<file path="config.mk">
export PLATFORM = sky130hd
export DESIGN_NAME = etroc_frame_builder
export DESIGN_NICKNAME = d
export VERILOG_FILES = /design/src/rtl/etroc_frame_builder_pkg.sv /design/src/rtl/etroc_frame_builder_frame_crc8.sv /design/src/rtl/etroc_frame_builder.sv
export SDC_FILE = /design/constraint.sdc
export NUM_CORES = 1
export LEC_CHECK = 0
export BUFFER_PORTS_ARGS = -buffer_cell sky130_fd_sc_hd__buf_2
export CAP_MARGIN = 20
export CORE_ASPECT_RATIO = 1.4
export CORE_MARGIN = 2
export CORE_UTILIZATION = 48
export CTS_BUF_LIST = sky130_fd_sc_hd__clkbuf_4 sky130_fd_sc_hd__clkbuf_8
export DETAILED_ROUTE_END_ITERATION = 12
export GPL_TIMING_DRIVEN = 0
export PLACE_DENSITY = 0.9
export SLEW_MARGIN = 20
export SYNTH_ARGS = -nofsm -noshare
export SYNTH_HDL_FRONTEND = slang
export SYNTH_HIERARCHICAL = 1
export SYNTH_SLANG_ARGS = --single-unit
</file>
<file path="constraint.sdc">
create_clock -name clk -period 3.1 [get_ports clk]
set_input_delay 0.155 -clock clk [delete_from_list [all_inputs] [get_ports clk]]
set_output_delay 0.155 -clock clk [all_outputs]
set_load 0.01 [all_outputs]
</file>
<file path="src/rtl/etroc_frame_builder_pkg.sv">
// Shared constants for the ETROC frame builder: frame markers, FSM state encoding,
// trailer status bit positions and the CRC-8 polynomial.
package etroc_frame_builder_pkg;

    localparam logic [15:0] FRAME_MARKER = 16'h3C5C;
    localparam logic [1:0]  TYPE_HEADER  = 2'b00;
    localparam logic [1:0]  TYPE_FILLER  = 2'b10;
    localparam logic [39:0] FILLER_FRAME = {FRAME_MARKER, TYPE_FILLER, 22'h000000};

    localparam int ST_TRUNC = 0;
    localparam int ST_EMPTY = 1;

    localparam logic [7:0] CRC_POLY = 8'h2F;

    typedef enum logic [1:0] {
        S_IDLE    = 2'd0,
        S_HITS    = 2'd1,
        S_DRAIN   = 2'd2,
        S_TRAILER = 2'd3
    } state_t;

endpackage

</file>
<file path="src/rtl/etroc_frame_builder_frame_crc8.sv">
// Combinational CRC-8 step over one W-bit frame, MSB first, no reflection.
module etroc_frame_builder_frame_crc8
    import etroc_frame_builder_pkg::*;
#(
    parameter int W = 40
) (
    input  logic [7:0]   crc_in,
    input  logic [W-1:0] data,
    output logic [7:0]   crc_out
);

    logic [7:0] crc_s;

    // Serial shift-register CRC unrolled across the whole frame.
    always_comb begin
        crc_s = crc_in;
        for (int i = W - 1; i >= 0; i--) begin
            if (crc_s[7] ^ data[i]) begin
                crc_s = {crc_s[6:0], 1'b0} ^ CRC_POLY;
            end else begin
                crc_s = {crc_s[6:0], 1'b0};
            end
        end
    end

    assign crc_out = crc_s;

endmodule

</file>
<file path="src/rtl/etroc_frame_builder.sv">
// ETROC frame builder: header / hit / trailer / filler frame sequencer with back-pressure.
// Optional trailer CRC-8 enabled by defining FRAME_CRC_EN.
module etroc_frame_builder
    import etroc_frame_builder_pkg::*;
#(
    parameter int MAXHITS = 64
) (
    input  logic        clk,
    input  logic        reset,
    input  logic [16:0] chip_id,
    input  logic        evt_valid,
    output logic        evt_ready,
    input  logic [11:0] evt_bcid,
    input  logic [7:0]  evt_l1cnt,
    input  logic [1:0]  evt_type,
    input  logic        evt_nohit,
    input  logic        hit_valid,
    output logic        hit_ready,
    input  logic [38:0] hit_data,
    input  logic        hit_last,
    input  logic        almost_full,
    output logic [39:0] data_frame,
    output logic        busy
);

    localparam logic [7:0] MAXHITS_W = 8'(MAXHITS);

    state_t      state_q, state_d;
    logic [39:0] frame_q, frame_d;
    logic [7:0]  nhits_q, nhits_d;
    logic [5:0]  status_q, status_d;

    logic        evt_acc_s, hit_acc_s;
    logic [39:0] header_s, hit_s;
    logic [31:0] trailer_body_s;
    logic [7:0]  crc_field_s;

    // Ready is held low while reset is asserted; DRAIN absorbs hits regardless of back-pressure.
    assign evt_ready = reset & (state_q == S_IDLE) & ~almost_full;
    assign hit_ready = reset & (((state_q == S_HITS) & ~almost_full) | (state_q == S_DRAIN));
    assign evt_acc_s = evt_valid & evt_ready;
    assign hit_acc_s = hit_valid & hit_ready;

    assign header_s       = {FRAME_MARKER, TYPE_HEADER, evt_l1cnt, evt_type, evt_bcid};
    assign hit_s          = {1'b1, hit_data};
    assign trailer_body_s = {1'b0, chip_id, status_q, nhits_q};

`ifdef FRAME_CRC_EN
    logic [7:0] crc_q, crc_d, crc_hdr_s, crc_hit_s;

    etroc_frame_builder_frame_crc8 #(.W(40)) u_crc_hdr (
        .crc_in (8'h00),
        .data   (header_s),
        .crc_out(crc_hdr_s)
    );

    etroc_frame_builder_frame_crc8 #(.W(40)) u_crc_hit (
        .crc_in (crc_q),
        .data   (hit_s),
        .crc_out(crc_hit_s)
    );

    etroc_frame_builder_frame_crc8 #(.W(32)) u_crc_trl (
        .crc_in (crc_q),
        .data   (trailer_body_s),
        .crc_out(crc_field_s)
    );

    // Accumulator restarts on each header and extends only over hits actually emitted.
    always_comb begin
        if (evt_acc_s) begin
            crc_d = crc_hdr_s;
        end else if ((state_q == S_HITS) && hit_acc_s) begin
            crc_d = crc_hit_s;
        end else begin
            crc_d = crc_q;
        end
    end

    // CRC accumulator register.
    always_ff @(posedge clk) begin
        if (!reset) begin
            crc_q <= 8'h00;
        end else begin
            crc_q <= crc_d;
        end
    end
`else
    assign crc_field_s = 8'h00;
`endif

    // Next-state and next-frame selection; filler unless a real frame goes out this cycle.
    always_comb begin
        state_d  = state_q;
        frame_d  = FILLER_FRAME;
        nhits_d  = nhits_q;
        status_d = status_q;
        case (state_q)
            S_IDLE: begin
                if (evt_acc_s) begin
                    frame_d            = header_s;
                    nhits_d            = 8'd0;
                    status_d           = 6'b000000;
                    status_d[ST_EMPTY] = evt_nohit;
                    state_d            = evt_nohit ? S_TRAILER : S_HITS;
                end else begin
                    state_d = S_IDLE;
                end
            end
            S_HITS: begin
                if (hit_acc_s) begin
                    frame_d = hit_s;
                    nhits_d = nhits_q + 8'd1;
                    if (hit_last) begin
                        state_d = S_TRAILER;
                    end else if ((nhits_q + 8'd1) == MAXHITS_W) begin
                        state_d = S_DRAIN;
                    end else begin
                        state_d = S_HITS;
                    end
                end else begin
                    state_d = S_HITS;
                end
            end
            S_DRAIN: begin
                if (hit_acc_s) begin
                    status_d[ST_TRUNC] = 1'b1;
                    state_d            = hit_last ? S_TRAILER : S_DRAIN;
                end else begin
                    state_d = S_DRAIN;
                end
            end
            S_TRAILER: begin
                if (!almost_full) begin
                    frame_d = {trailer_body_s, crc_field_s};
                    state_d = S_IDLE;
                end else begin
                    state_d = S_TRAILER;
                end
            end
            default: begin
                state_d = S_IDLE;
            end
        endcase
    end

    // Sequencer state, output frame and trailer bookkeeping.
    always_ff @(posedge clk) begin
        if (!reset) begin
            state_q  <= S_IDLE;
            frame_q  <= FILLER_FRAME;
            nhits_q  <= 8'd0;
            status_q <= 6'b000000;
        end else begin
            state_q  <= state_d;
            frame_q  <= frame_d;
            nhits_q  <= nhits_d;
            status_q <= status_d;
        end
    end

    assign data_frame = frame_q;
    assign busy       = (state_q != S_IDLE);

endmodule

</file>
# ---- Word level (Yosys, flattened, before mapping)
# Cells that the tools add are included.
# Widths: inputs -> output; s select.
dict set report op_classes {
  add_sub_neg 1
  n_eq_ne 7
  mux 19
  bitwise_logic 8
  reduce_logical 7
}
# cell n
set op_table {}
lappend op_table {{$pmux 40 s3} 1}
lappend op_table {{$mux 40} 1}
lappend op_table {{$mux 39} 1}
lappend op_table {{$mux 24} 1}
lappend op_table {{$mux 8} 2}
lappend op_table {{$pmux 8 s2} 1}
lappend op_table {{$mux 2} 6}
lappend op_table {{$add 8x1->8 const B} 1}
lappend op_table {{$eq 8x7->1 const B} 1}
lappend op_table {{$pmux 2 s4} 1}
lappend op_table {{$and 1x1->1} 6}
lappend op_table {{$ne 2x2->1 const B} 3}
lappend op_table {{$reduce_and 3->1} 2}
lappend op_table {{$reduce_bool 2->1} 3}
lappend op_table {{$eq 2x2->1 const B} 2}
lappend op_table {{$mux 1} 4}
lappend op_table {{$eq 2x1->1 const B} 1}
lappend op_table {{$logic_not 2->1} 1}
lappend op_table {{$pmux 1 s2} 1}
lappend op_table {{$reduce_and 2->1} 1}
lappend op_table {{$not 1->1} 1}
lappend op_table {{$or 1x1->1} 1}
dict set report word_totals {
  register_bits 52
  inputBits 85
  out_inout_bits 43
  wordCells 47
}

# ---- Depth between registers and ports, before layout
# Gate-level depths: netlist of the first run.
dict set report logic_depth {
  word_depth 7
  depth_mapped 7
  ltp_nobuf 5
}

# ---- Worst setup path before layout of the first run
# No wires, ideal clock.
dict set report synth_timing {
  path_kind {register -> register}
  startpoint {reg nhits_q[3]}
  endpoint {reg state_q[0]}
  setup_ns 0.122
  t_arrival_ns 1.201
  required_time_ns 2.978
  slack_ns 1.777
  path_stages_with_launch 6
  path_buffers 1
  synth_period_minus_slack_ns 1.323
  cell_sequence {dfxtp_1 -> clkbuf_1 -> nor4b_1 -> o2bb2ai_1 -> nand2_1 -> o311a_1}
}
dict set report synth_between {
  elab_chain_len 6
}
# element line
set synth_rtl {}
lappend synth_rtl {{start, declared} etroc_frame_builder.sv:30} ;# logic [7:0] nhits_q, nhits_d;
lappend synth_rtl {{start signal, assigned} etroc_frame_builder.sv:157} ;# nhits_q <= nhits_d;
lappend synth_rtl {{$add 8x1->8} etroc_frame_builder.sv:116} ;# end else if ((nhits_q + 8'd1) == MAXHITS_W) begin
lappend synth_rtl {{$eq 8x7->1} etroc_frame_builder.sv:116}
lappend synth_rtl {{$mux 2} etroc_frame_builder.sv:116}
lappend synth_rtl {{$mux 2} etroc_frame_builder.sv:114} ;# if (hit_last) begin
lappend synth_rtl {{$mux 2} etroc_frame_builder.sv:111} ;# if (hit_acc_s) begin
lappend synth_rtl {{$pmux 2 s4} etroc_frame_builder.sv:98} ;# case (state_q)
lappend synth_rtl {{end signal, assigned} etroc_frame_builder.sv:155} ;# state_q <= state_d;
lappend synth_rtl {{end, declared} etroc_frame_builder.sv:28} ;# state_t state_q, state_d;
# Every way passes these cells.
# A chain may end at the register's enable or synchronous reset.

# ---- Worst setup path in the final report of the first run
dict set report layout_timing {
  startpoint {reg state_q[1]}
  endpoint {out hit_ready}
}
dict set report layout_between {
  elab_chain_len 4
  word_cells_on_any_way 5
  classes_between {eq/ne: 2; bitwise: 3}
}
# element line
set layout_rtl {}
lappend layout_rtl {{$eq 2x1->1} etroc_frame_builder.sv:40} ;# assign hit_ready = reset & (((state_q == S_HITS) & ~almost_full) | (state_q == S_DRAIN));
lappend layout_rtl {{$and 1x1->1} etroc_frame_builder.sv:40}
lappend layout_rtl {{$or 1x1->1 *} etroc_frame_builder.sv:40}
lappend layout_rtl {{$and 1x1->1 *} etroc_frame_builder.sv:40}
lappend layout_rtl {{end, declared} etroc_frame_builder.sv:18} ;# output logic hit_ready,
# Every way passes the cells marked *; elsewhere a longest branch is shown, timed or not.

==> results by group, run 1 <==
Min path
  • Hold Path Depth: 2
  • Worst Hold Class: primary input to flop
  • Hold wc startpoint: evt_bcid[2]
  • Hold worst-path end: data_frame[2]

Drt
  • Final WL: 5920 um
  • Vias per cell: 5.52
  • Routed len/inst: 14.6 um
  • Drc violations: 0
  • Antenna Violating Nets Remaining: 0
  • DRT Pass-1 Iters: 4
  • Iter 0 DRT Violations: 118
  • Vias: 2240

Logic synthesis
  • Mapped Nets: 312
  • Ys async rst share: 0%
  • Syn Std Cell Area: 2100 um^2
  • Mapped Cells: between 200 and 250
  • Netlist cell types: 39
  • Synth area leader: dfxtp_1
  • #FFs+latches synth: 52
  • Number of flops mapped to enable cells by yosys: 0
  • Top cells by area, synth: dfxtp_1 (50%), a22oi_1 (6.4%), a22o_1 (5.0%)
  • Synth top area share: 49.6%
  • Avg Cell Area, Syn: 9.30 um^2
  • Register area share after synthesis: approximately half
  • Primary FF master, synth: dfxtp_1
  • Synth warn: 6

Critical path
  • Critical path type: flop to output port
  • FF-to-FF setup slack: 1.53 ns
  • Arr. time, crit path: around 1.5 ns
  • Register-to-Register Path Depth: 7
  • Worst-path maximum fanout: 10
  • RR Endpoint: data_frame[11]
  • FF-to-FF Start: state_q[1]
  • Crit path required time: 2.94 ns
  • Setup crit end kind: output port
  • Startpoint Class: flop

Run
  • MaxCap Viol Count: 0

Place
  • Placer Congestion: 0.907
  • Port Buf Inserts: 127
  • Dpl hpwl: between 4000 and 5000 um
  • Area after DPL: between 2000 and 3000 um^2
  • Place WS: 1.58 ns

Clock tree
  • CTS tree: done
  • Root Buffer: clkbuf_8
  • CTS Buf Count: 5
  • CTS Sinks: between 50 and 60
  • Clock Tree Buf Depth: 2
  • H-Tree Depth: 2
  • PostCTS Resize Cnt: 0
  • Clock transition at path regs: 0.10 ns
  • Worst-skew pair later-pin latency: a little over 0.3 ns
  • Hold-fix buffer count after cts: 0
  • Post-CTS Repair Setup Buffers: 0

Power
  • Power Total: 1.33 mW
  • Power Density: 457 nW/um^2
  • VDD IR max: 0.269 mV
  • Lkg Pwr: 1.36 nW

Timing
  • RSZ-0062 raised after global routing: false
  • Max Clk Rate: approximately 0.61 GHz
  • Setup TNS: 0 ns
  • Final setup margin: roughly 1.5 ns
  • Worst slew pin tran: 0.435 ns
  • Final Skew: 0.00937 ns
  • Final min period: 1.64 ns
  • Final Hold Vio Count: 0
  • WHS: 0.0546 ns
  • Post-route clock period utilization: 52.8%
  • Slew HR: 71.0%
  • Slew Limit Fails: 0
  • Final setup violation count: 0

Global routing
  • Largest net degree at the start of global routing: 18
  • Initial antenna violation count: 0
  • Number of global-route vias before repair: between 1.5k and 2k
  • Grt total ovfl: 0
  • Tot GR Track Use: 22.9%
  • First-pass GRT wire length: 8660 um

Layout
  • Commonest non-fill, non-tap cells in the layout: buf_2 (131), dfxtp_1 (52), nand2_1 (26)
  • Layout area overhead: 38.4%
  • Final nets: 446
  • Finished layout cell area: 2910 um^2
  • Most common cell after layout, fill and taps aside: buf_2
  • Layout cell share with drive strength beyond 1: 41.8%
  • ANT cells: 0

Die
  • DIE HEIGHT: between 80 and 90 um
  • Die Wd: ~60 um
  • Starting Density: around 50%
  • CORE AREA: 4200 um^2
  • # IOs: 128
  • Die Area: a little under 5000 um^2
  • Row count: 28

Status
  • Status: finished clean
[where the power goes]
part / internal (mW) / total, mW / switching [mW]
Clock: 0.243 / 0.471 / 0.227
Combinational: 0.0803 / 0.167 / 0.0868
Sequential: 0.683 / 0.690 / 0.00710
Total: 1.01 / 1.33 / 0.321
[how the worst max path moves through the flow]
| stage | slack, ns | from | end |
|---|---|---|---|
| 2_1_floorplan | 1.78 | nhits_q[3] | state_q[0] |
| 3_3_place_gp | 1.62 | state_q[1] | data_frame[37] |
| 3_5_place_dp | 1.58 | state_q[1] | data_frame[37] |
| 4_1_cts | 1.46 | state_q[1] | hit_ready |
| 5_1_grt | 1.31 | state_q[1] | hit_ready |
| 6_report | 1.46 | state_q[1] | hit_ready |
[synthesized netlist by cell type (all sizes together), types with 3 or more instances]
master / count
and2: 3
dfxtp: 52
o21ai: 7
nand2: 26
a22oi: 18
a21oi: 13
o22ai: 9
nand3b: 3
inv: 4
nand2b: 3
and3: 8
nor2b: 3
buf: 10
clkbuf: 5
a22o: 12
nor2: 14
nand3: 13
a32oi: 4
o31ai: 3
[area by class of cell]
cell class,instances,area (um^2)
multi-input cells,154,945
inverters,5,20.0
repair buffers,127,636
clock buffers,5,68.8
clock inverters,3,46.3
fillers,313,1300
well taps,45,56.3
flip-flops and latches,52,1040
plain buffers,15,95.1
[metrics by stage]
step / util (%) / std cells
after floorplan: - / 226
after global placement: 66.4 / 398
after detailed placement: 66.4 / 398
after CTS: 69.2 / 406
after global routing: 69.2 / 406
final: 69.2 / 406
[cell families (layout without fill, tap and decap cells)]
logic type / after synthesis / count (layout) / share of synthesized area [%]
and+or+nand+nor: 77 / 77 / 18.4
AOI/OAI and AO/OA: 74 / 74 / 25.0
DFF: 52 / 52 / 49.6
buffers and inverters: 20 / 155 / 5.48
muxes: 2 / 2 / 1.01
adders and majority gates: 1 / 1 / 0.595
[sequential cells by signal, indices dropped and copies added, names as in the netlist]
signal	cells
data_frame	40
nhits_q	8
status_q	2
state_q	2
[worst max-delay path: stages (launching register included)]
cell and delay (ns):
dfxtp_1 0.34, buf_6 0.14, nand2b_1 0.21, o21ai_0 0.22
and2_1 0.15, buf_2 0.12
[routing by layer]
layer | track usage [%] | share of wire, % | vias to the layer above
met5 | 0 | 0 | -
met4 | 12.2 | 2.3 | 0
met3 | 4.67 | 9.3 | 16
met2 | 40.7 | 53 | 118
met1 | 25.0 | 36 | 1006
li1 | - | - | 1100
Power figures use the tool's default switching activity.
==> inputs of run 2 (changes only) <==
ABC_AREA = 1   (was not set)
CORE_UTILIZATION = 40   (was 48)
PLACE_DENSITY = 0.8   (was 0.9)
clock period = 1.5 ns   (was 3.1 ns; I/O delays follow)
==> run 2 against run 1 <==
Effect of this change:
- sequential share of layout area decreased by 4.9 points
- setup slack got worse by 1.4 ns
- combinational power increased by 120%
==> results by group, run 2 <==
Place
  • Placer Congestion: 0.875
  • Port Buf Inserts: 127
  • Place WS: -0.195 ns
  • Dpl hpwl: 4640 um
  • Placed cells: 465

Critical path
  • Cell mode on critical path: nand2_2
  • Crit path required time: 1.73 ns
  • CP cell instances: inv_4 -> nor2_4 -> nand2_2 -> o21ai_2 -> nand2_2 -> inv_2 -> nand2_4 -> inv_4 -> buf_8 -> buf_12 -> nand2_2 -> a21oi_2
  • Register-to-Register Path Depth: 12
  • CP max stage delay: a little under 0.4 ns
  • Largest delay share family, worst path: buffers and inverters
  • Startpoint Class: flop
  • Worst-path maximum fanout: 6
  • Arr. time, crit path: around 1.7 ns
  • WP buf/inv: 5
  • Slowest cell on the critical path: dfxtp_4
  • Critical path type: flop to flop
  • CP Depth: 12
  • Setup crit end kind: flop

Die
  • Row count: 31
  • Die Wd: 66.1 um
  • CORE AREA: 5200 um^2
  • # IOs: 128
  • DIE HEIGHT: 90.9 um
  • Die Area: around 6000 um^2
  • Starting Density: 41.5%

Global routing
  • Initial antenna violation count: 0
  • First-pass GRT wire length: 10100 um
  • Largest net degree at the start of global routing: 17
  • Number of global-route vias before repair: 2482
  • Tot GR Track Use: between 20% and 30%
  • Grt total ovfl: 0

Status
  • Status: finished clean

Logic synthesis
  • Avg Cell Area, Syn: 7.93 um^2
  • Mapped Cells: 272
  • #FFs+latches synth: between 50 and 60
  • Synth area leader: dfxtp_1
  • Post-synth top cells: nand2_1 (79), dfxtp_1 (52), o21ai_0 (22)
  • Most common cell in the netlist: nand2_1
  • Primary FF master, synth: dfxtp_1
  • Ys async rst share: 0%
  • Synth warn: 6
  • Top cells by area, synth: dfxtp_1 (48%), nand2_1 (14%), o21ai_0 (5.1%)
  • Syn Std Cell Area: 2160 um^2
  • Number of flops mapped to enable cells by yosys: 0
  • Mapped Nets: 358
  • Synth top area share: 48.3%
  • Register area share after synthesis: 48.3%
  • Netlist cell types: 26

Timing
  • Slew Limit Fails: 0
  • Final setup violation count: 0
  • Slew HR: 55.3%
  • WHS: 0.00205 ns
  • Worst slew pin tran: 0.671 ns
  • Final setup margin: between 0.02 and 0.025 ns
  • Final min period: 1.48 ns
  • RSZ-0062 raised after global routing: true
  • Final Hold Vio Count: 0
  • Max Clk Rate: between 0.6 and 0.7 GHz
  • Post-route clock period utilization: 98.5%
  • Final Skew: between 0.006 and 0.007 ns

Clock tree
  • Clock Tree Buf Depth: 2
  • CTS tree: done
  • Clock transition at path regs: about 0.09 ns
  • CTS Buf Count: 5
  • Worst-skew pair later-pin latency: approximately 0.3 ns
  • Root Buffer: clkbuf_8
  • CTS Sinks: 52
  • H-Tree Depth: 2

Power
  • Power Density: 760 nW/um^2
  • Psw: 0.645 mW
  • Clock group share of total power: 30.9%
  • Lkg Pwr: 1.60 nW
  • Gate power share: ~14%
  • Power Total: 2.60 mW
  • Power share of the sequential group: 54.7%
  • VDD IR max: 0.548 mV
  • Internal power: 1.96 mW
  • Sw Ratio: 24.8%

Layout
  • Layout area overhead: 58.8%
  • Final cell count without fillers: 507
  • Layout cell share with drive strength beyond 1: 44.0%
  • Utilization after layout: 65.9%
  • Final nets: 526
  • Max FFs per register: 40
  • Most common cell after layout, fill and taps aside: buf_2
  • Commonest non-fill, non-tap cells in the layout: buf_2 (128), nand2_1 (76), dfxtp_1 (44)
  • ANT cells: 0

Drt
  • Iter 0 DRT Violations: 112
  • Final WL: between 7000 and 8000 um
  • Routed len/inst: 13.8 um
  • Vias: 2545
  • Antenna Violating Nets Remaining: 0
  • Drc violations: 0
  • DRT Pass-1 Iters: 4
  • Vias per cell: 5.02

Run
  • MaxCap Viol Count: 0

Min path
  • Worst Hold Class: primary input to flop
  • Hold Path Depth: 3
==> run 2: cell count changes in the layout (fill, tap and decap cells not counted), moves of 9 or more <==
| cell | change |
|---|---|
| a31oi_1 | +10 |
| a22oi_1 | -17 |
| o22ai_1 | -9 |
| nand2_1 | +50 |
| o21ai_0 | +9 |
| nand2_2 | +11 |
| dlygate4sd3_1 | +28 |
==> run 2: what timing repair did <==
action | 4_1_cts | 5_1_grt
setup endpoints to repair | 27 | 48
hold buffers | 24 | 4
gates cloned | 0 | 2
pin swaps | 0 | 7
endpoints found under the hold margin | 15 | 4
resized for setup | 7 | 33
buffers inserted | 0 | 4
==> run 2: worst paths after layout <==
| kind | start | end | slack (ns) |
|---|---|---|---|
| setup / recovery | state_q[0] | data_frame[22] | 0.02 |
| hold / removal | hit_data[23] | data_frame[23] | 0.002 |
| setup reg to reg | state_q[0] | data_frame[22] | 0.02 |
| hold reg to reg | status_q[0] | status_q[0] | 0.48 |
==> run 2: logic make-up (layout without fill, tap and decap cells) <==
| kind of cell | count (synthesis) | after routing | synth area share (%) |
|---|---|---|---|
| AO/OA/AOI/OAI | 67 | 67 | 20.0 |
| flip-flops | 52 | 52 | 48.3 |
| adder cells (fa/ha/maj) | 1 | 1 | 0.580 |
| AND/OR/NAND/NOR | 120 | 120 | 24.0 |
| buffers and inverters | 32 | 201 | 7.13 |
==> run 2: area by class of cell <==
class | count | area (um^2)
clock inverters | 2 | 16.3
fillers | 430 | 1770
plain buffers | 13 | 97.6
inverters | 19 | 76.3
multi-input cells | 188 | 1020
repair buffers | 161 | 996
clock buffers | 6 | 76.3
well taps | 66 | 82.6
flip-flops and latches | 52 | 1060
==> run 2: worst register-to-register path: stages (launching register included) <==
cell and delay (ns):
dfxtp_4 0.39, inv_4 0.05, nor2_4 0.11, nand2_2 0.05, o21ai_2 0.07, nand2_2 0.08
inv_2 0.08, nand2_4 0.06, inv_4 0.08, buf_8 0.13, buf_12 0.12, nand2_2 0.05
a21oi_2 0.13
==> run 2: metal layers <==
layer  up-vias  global-route usage, %  wire [um]
met3        17                   5.36        538
met4         0                   9.69        174
li1       1245                      -          -
met2       127                   39.6       3690
met1      1156                   21.5       2610
met5         -                      0          0
==> run 2: through the flow <==
| stage | area, um^2 | TNS [ns] |
|---|---|---|
| after global placement | 2880 | -1.54 |
| after global routing | 3420 | -1.13 |
| after floorplan | 2160 | 0 |
| after detailed placement | 2880 | -1.91 |
| final | 3420 | 0 |
| after CTS | 3220 | 0 |
==> run 2: power by group through the flow <==
stage / Clock (mW) / Combinational, mW / Sequential [mW]
floorplan: 0 / 0.102 / 1.47
global placement: 0 / 0.285 / 1.46
detailed placement: 0 / 0.290 / 1.46
CTS: 0.812 / 0.340 / 1.42
global route: 0.861 / 0.409 / 1.43
finish: 0.805 / 0.375 / 1.42
==> inputs of run 3 (changes only) <==
CELL_PAD_IN_SITES_DETAIL_PLACEMENT = 0   (was not set)
CELL_PAD_IN_SITES_GLOBAL_PLACEMENT = 1   (was not set)
CORE_UTILIZATION = 27   (was 40)
PLACE_DENSITY = 0.79   (was 0.8)
==> run 3 against run 2 <==
Effect of this change:
- sequential power about the same
- critical endpoint is now data_frame[31]
- largest power group unchanged
- highest routed layer unchanged
- worst hold slack lost 0.0064 ns
- fmax increased by 1.3%
- the run now ends with negative hold slack left
- critical path depth stayed put
==> results by group, run 3 (same netlist as run 2, synthesis figures left out) <==
Drt
  • Vias: 2451
  • Iter 0 DRT Violations: 75
  • Drc violations: 0
  • Final WL: 6990 um
  • Routed len/inst: 12.8 um
  • Antenna Violating Nets Remaining: 0
  • DRT Pass-1 Iters: 4
  • Vias per cell: between 4 and 5

Timing
  • Slew HR: between 50% and 60%
  • Worst slew pin tran: around 0.65 ns
  • Final Hold Vio Count: 1
  • RSZ-0062 raised after global routing: true
  • Max Clk Rate: a little under 0.7 GHz
  • Slew Limit Fails: 0
  • Final Skew: 0.00523 ns
  • Final setup violation count: 0
  • WHS: -0.00436 ns
  • Post-route clock period utilization: 97.2%
  • Final min period: 1.46 ns
  • Final setup margin: 0.0417 ns

Power
  • Power Density: slightly below 800 nW/um^2
  • Gate power share: 13.6%
  • Psw: 0.649 mW
  • Power share of the sequential group: between 50% and 60%
  • Clock group share of total power: 35.8%
  • Sw Ratio: between 20% and 30%
  • VDD IR max: 0.551 mV
  • Lkg Pwr: 1.63 nW
  • Internal power: 2.16 mW

Die
  • CORE AREA: 7750 um^2
  • Die Area: 8730 um^2
  • Row count: 38
  • DIE HEIGHT: 110 um
  • Starting Density: 27.8%
  • Die Wd: 79.5 um
  • # IOs: 128

Status
  • Status: finished with violations
  • Failing checks: negative hold slack

Layout
  • Commonest non-fill, non-tap cells in the layout: buf_2 (127), nand2_1 (76), dfxtp_1 (43)
  • Finished layout cell area: 3580 um^2
  • Number of fill cells: 756
  • ANT cells: 0
  • Max FFs per register: 40
  • Utilization after layout: 46.2%
  • Layout area overhead: 66.1%
  • Final nets: 530
  • Layout cell share with drive strength beyond 1: around 45%
  • Most common cell after layout, fill and taps aside: buf_2

Clock tree
  • CTS Buf Count: 5
  • H-Tree Depth: 2
  • Clock transition at path regs: 0.10 ns
  • Clock Tree Buf Depth: 2
  • Worst-skew pair later-pin latency: 0.30 ns
  • CTS tree: done
  • CTS Sinks: 52
  • Root Buffer: clkbuf_8

Min path
  • Hold Path Depth: 3
  • Worst Hold Class: primary input to flop
  • Hold worst-path end: data_frame[30]
  • Hold wc startpoint: hit_data[30]

Place
  • Port Buf Inserts: 127
  • Place WS: -0.242 ns
  • Area after DPL: 2920 um^2
  • Placer Congestion: 0.757
  • Dpl hpwl: between 4000 and 5000 um

Critical path
  • FF-to-FF setup slack: 0.04 ns
  • Critical path type: flop to flop
  • Arr. time, crit path: 1.69 ns
  • Crit path required time: 1.74 ns
  • FF-to-FF Start: state_q[0]
  • Setup crit end kind: flop
  • Startpoint Class: flop
  • Worst-path maximum fanout: 7
  • Register-to-Register Path Depth: 12
  • RR Endpoint: data_frame[31]

Global routing
  • Initial antenna violation count: 0
  • Number of global-route vias before repair: 2407
  • Tot GR Track Use: 15.6%
  • First-pass GRT wire length: 10800 um
  • Largest net degree at the start of global routing: 17
  • Grt total ovfl: 0

Run
  • MaxCap Viol Count: 0
[run 3: changes by cell type in the layout (fill, tap and decap cells not counted), sizes merged]
cell,delta
dlygate4sd3,+3
clkbuf,+1
bufinv,+1
clkinvlp,-1
[run 3: per-layer routing]
metal  GRT usage [%]  share of wire, %
met2            30.1                52
met1            15.8                38
met4            5.54               1.7
met5               0                 0
met3            4.35               8.1
[run 3: stage by stage]
stage / hold slack [ns] / TNS, ns / instances / power [mW]
detailed placement: 0.288 / -3.19 / 499 / 1.75
global route: 0.000964 / -0.836 / 545 / 2.94
floorplan: 0.173 / 0 / 272 / 1.57
global placement: 0.287 / -2.71 / 499 / 1.75
CTS: 0.000347 / -0.144 / 538 / 2.84
finish: -0.00436 / 0 / 545 / 2.81
[run 3: area by class of cell]
type	instances	area, um^2	share of cell area (%)
Multi-Input combinational cell	188	1030	28.7
Inverter	19	81.3	2.27
Buffer	13	114	3.18
Tap cell	100	125	3.49
Clock inverter	2	38.8	1.08
Timing Repair Buffer	165	1050	29.3
Clock buffer	6	82.6	2.30
Sequential cell	52	1060	29.6
[run 3: power by group through the flow]
| stage | Combinational (mW) | Clock [mW] | Sequential (mW) |
|---|---|---|---|
| 2_1_floorplan | 0.102 | 0 | 1.47 |
| 3_3_place_gp | 0.292 | 0 | 1.45 |
| 3_5_place_dp | 0.294 | 0 | 1.46 |
| 6_report | 0.382 | 1.01 | 1.42 |
| 5_1_grt | 0.423 | 1.09 | 1.42 |
| 4_1_cts | 0.361 | 1.05 | 1.42 |
[run 3: critical path: stages, from the launching register on]
cell,delay (ns)
dfxtp_4,0.39
inv_4,0.05
nor2_4,0.12
nand2_2,0.06
o21ai_2,0.06
nand2_2,0.08
inv_2,0.07
nand2_4,0.07
inv_6,0.08
buf_12,0.13
clkbuf_16,0.15
nand2_4,0.04
a21oi_2,0.10
[run 3: worst max-delay path by stage]
stage | start | to | slack [ns] | cells past startpoint
global route | state_q[0] | data_frame[33] | -0.06 | 12
global placement | state_q[1] | data_frame[32] | -0.23 | 5
detailed placement | state_q[1] | data_frame[32] | -0.24 | 5
CTS | state_q[1] | data_frame[20] | -0.03 | 7
floorplan | state_q[1] | nhits_q[6] | 0.04 | 8
finish | state_q[0] | data_frame[31] | 0.04 | 12
[run 3: timing repair]
action,CTS,global route
gates cloned,0,3
endpoints found under the hold margin,18,0
pin swaps,1,6
hold buffers,31,0
resized for setup,11,40
setup buffers,0,4
endpoints found under the setup margin,37,43
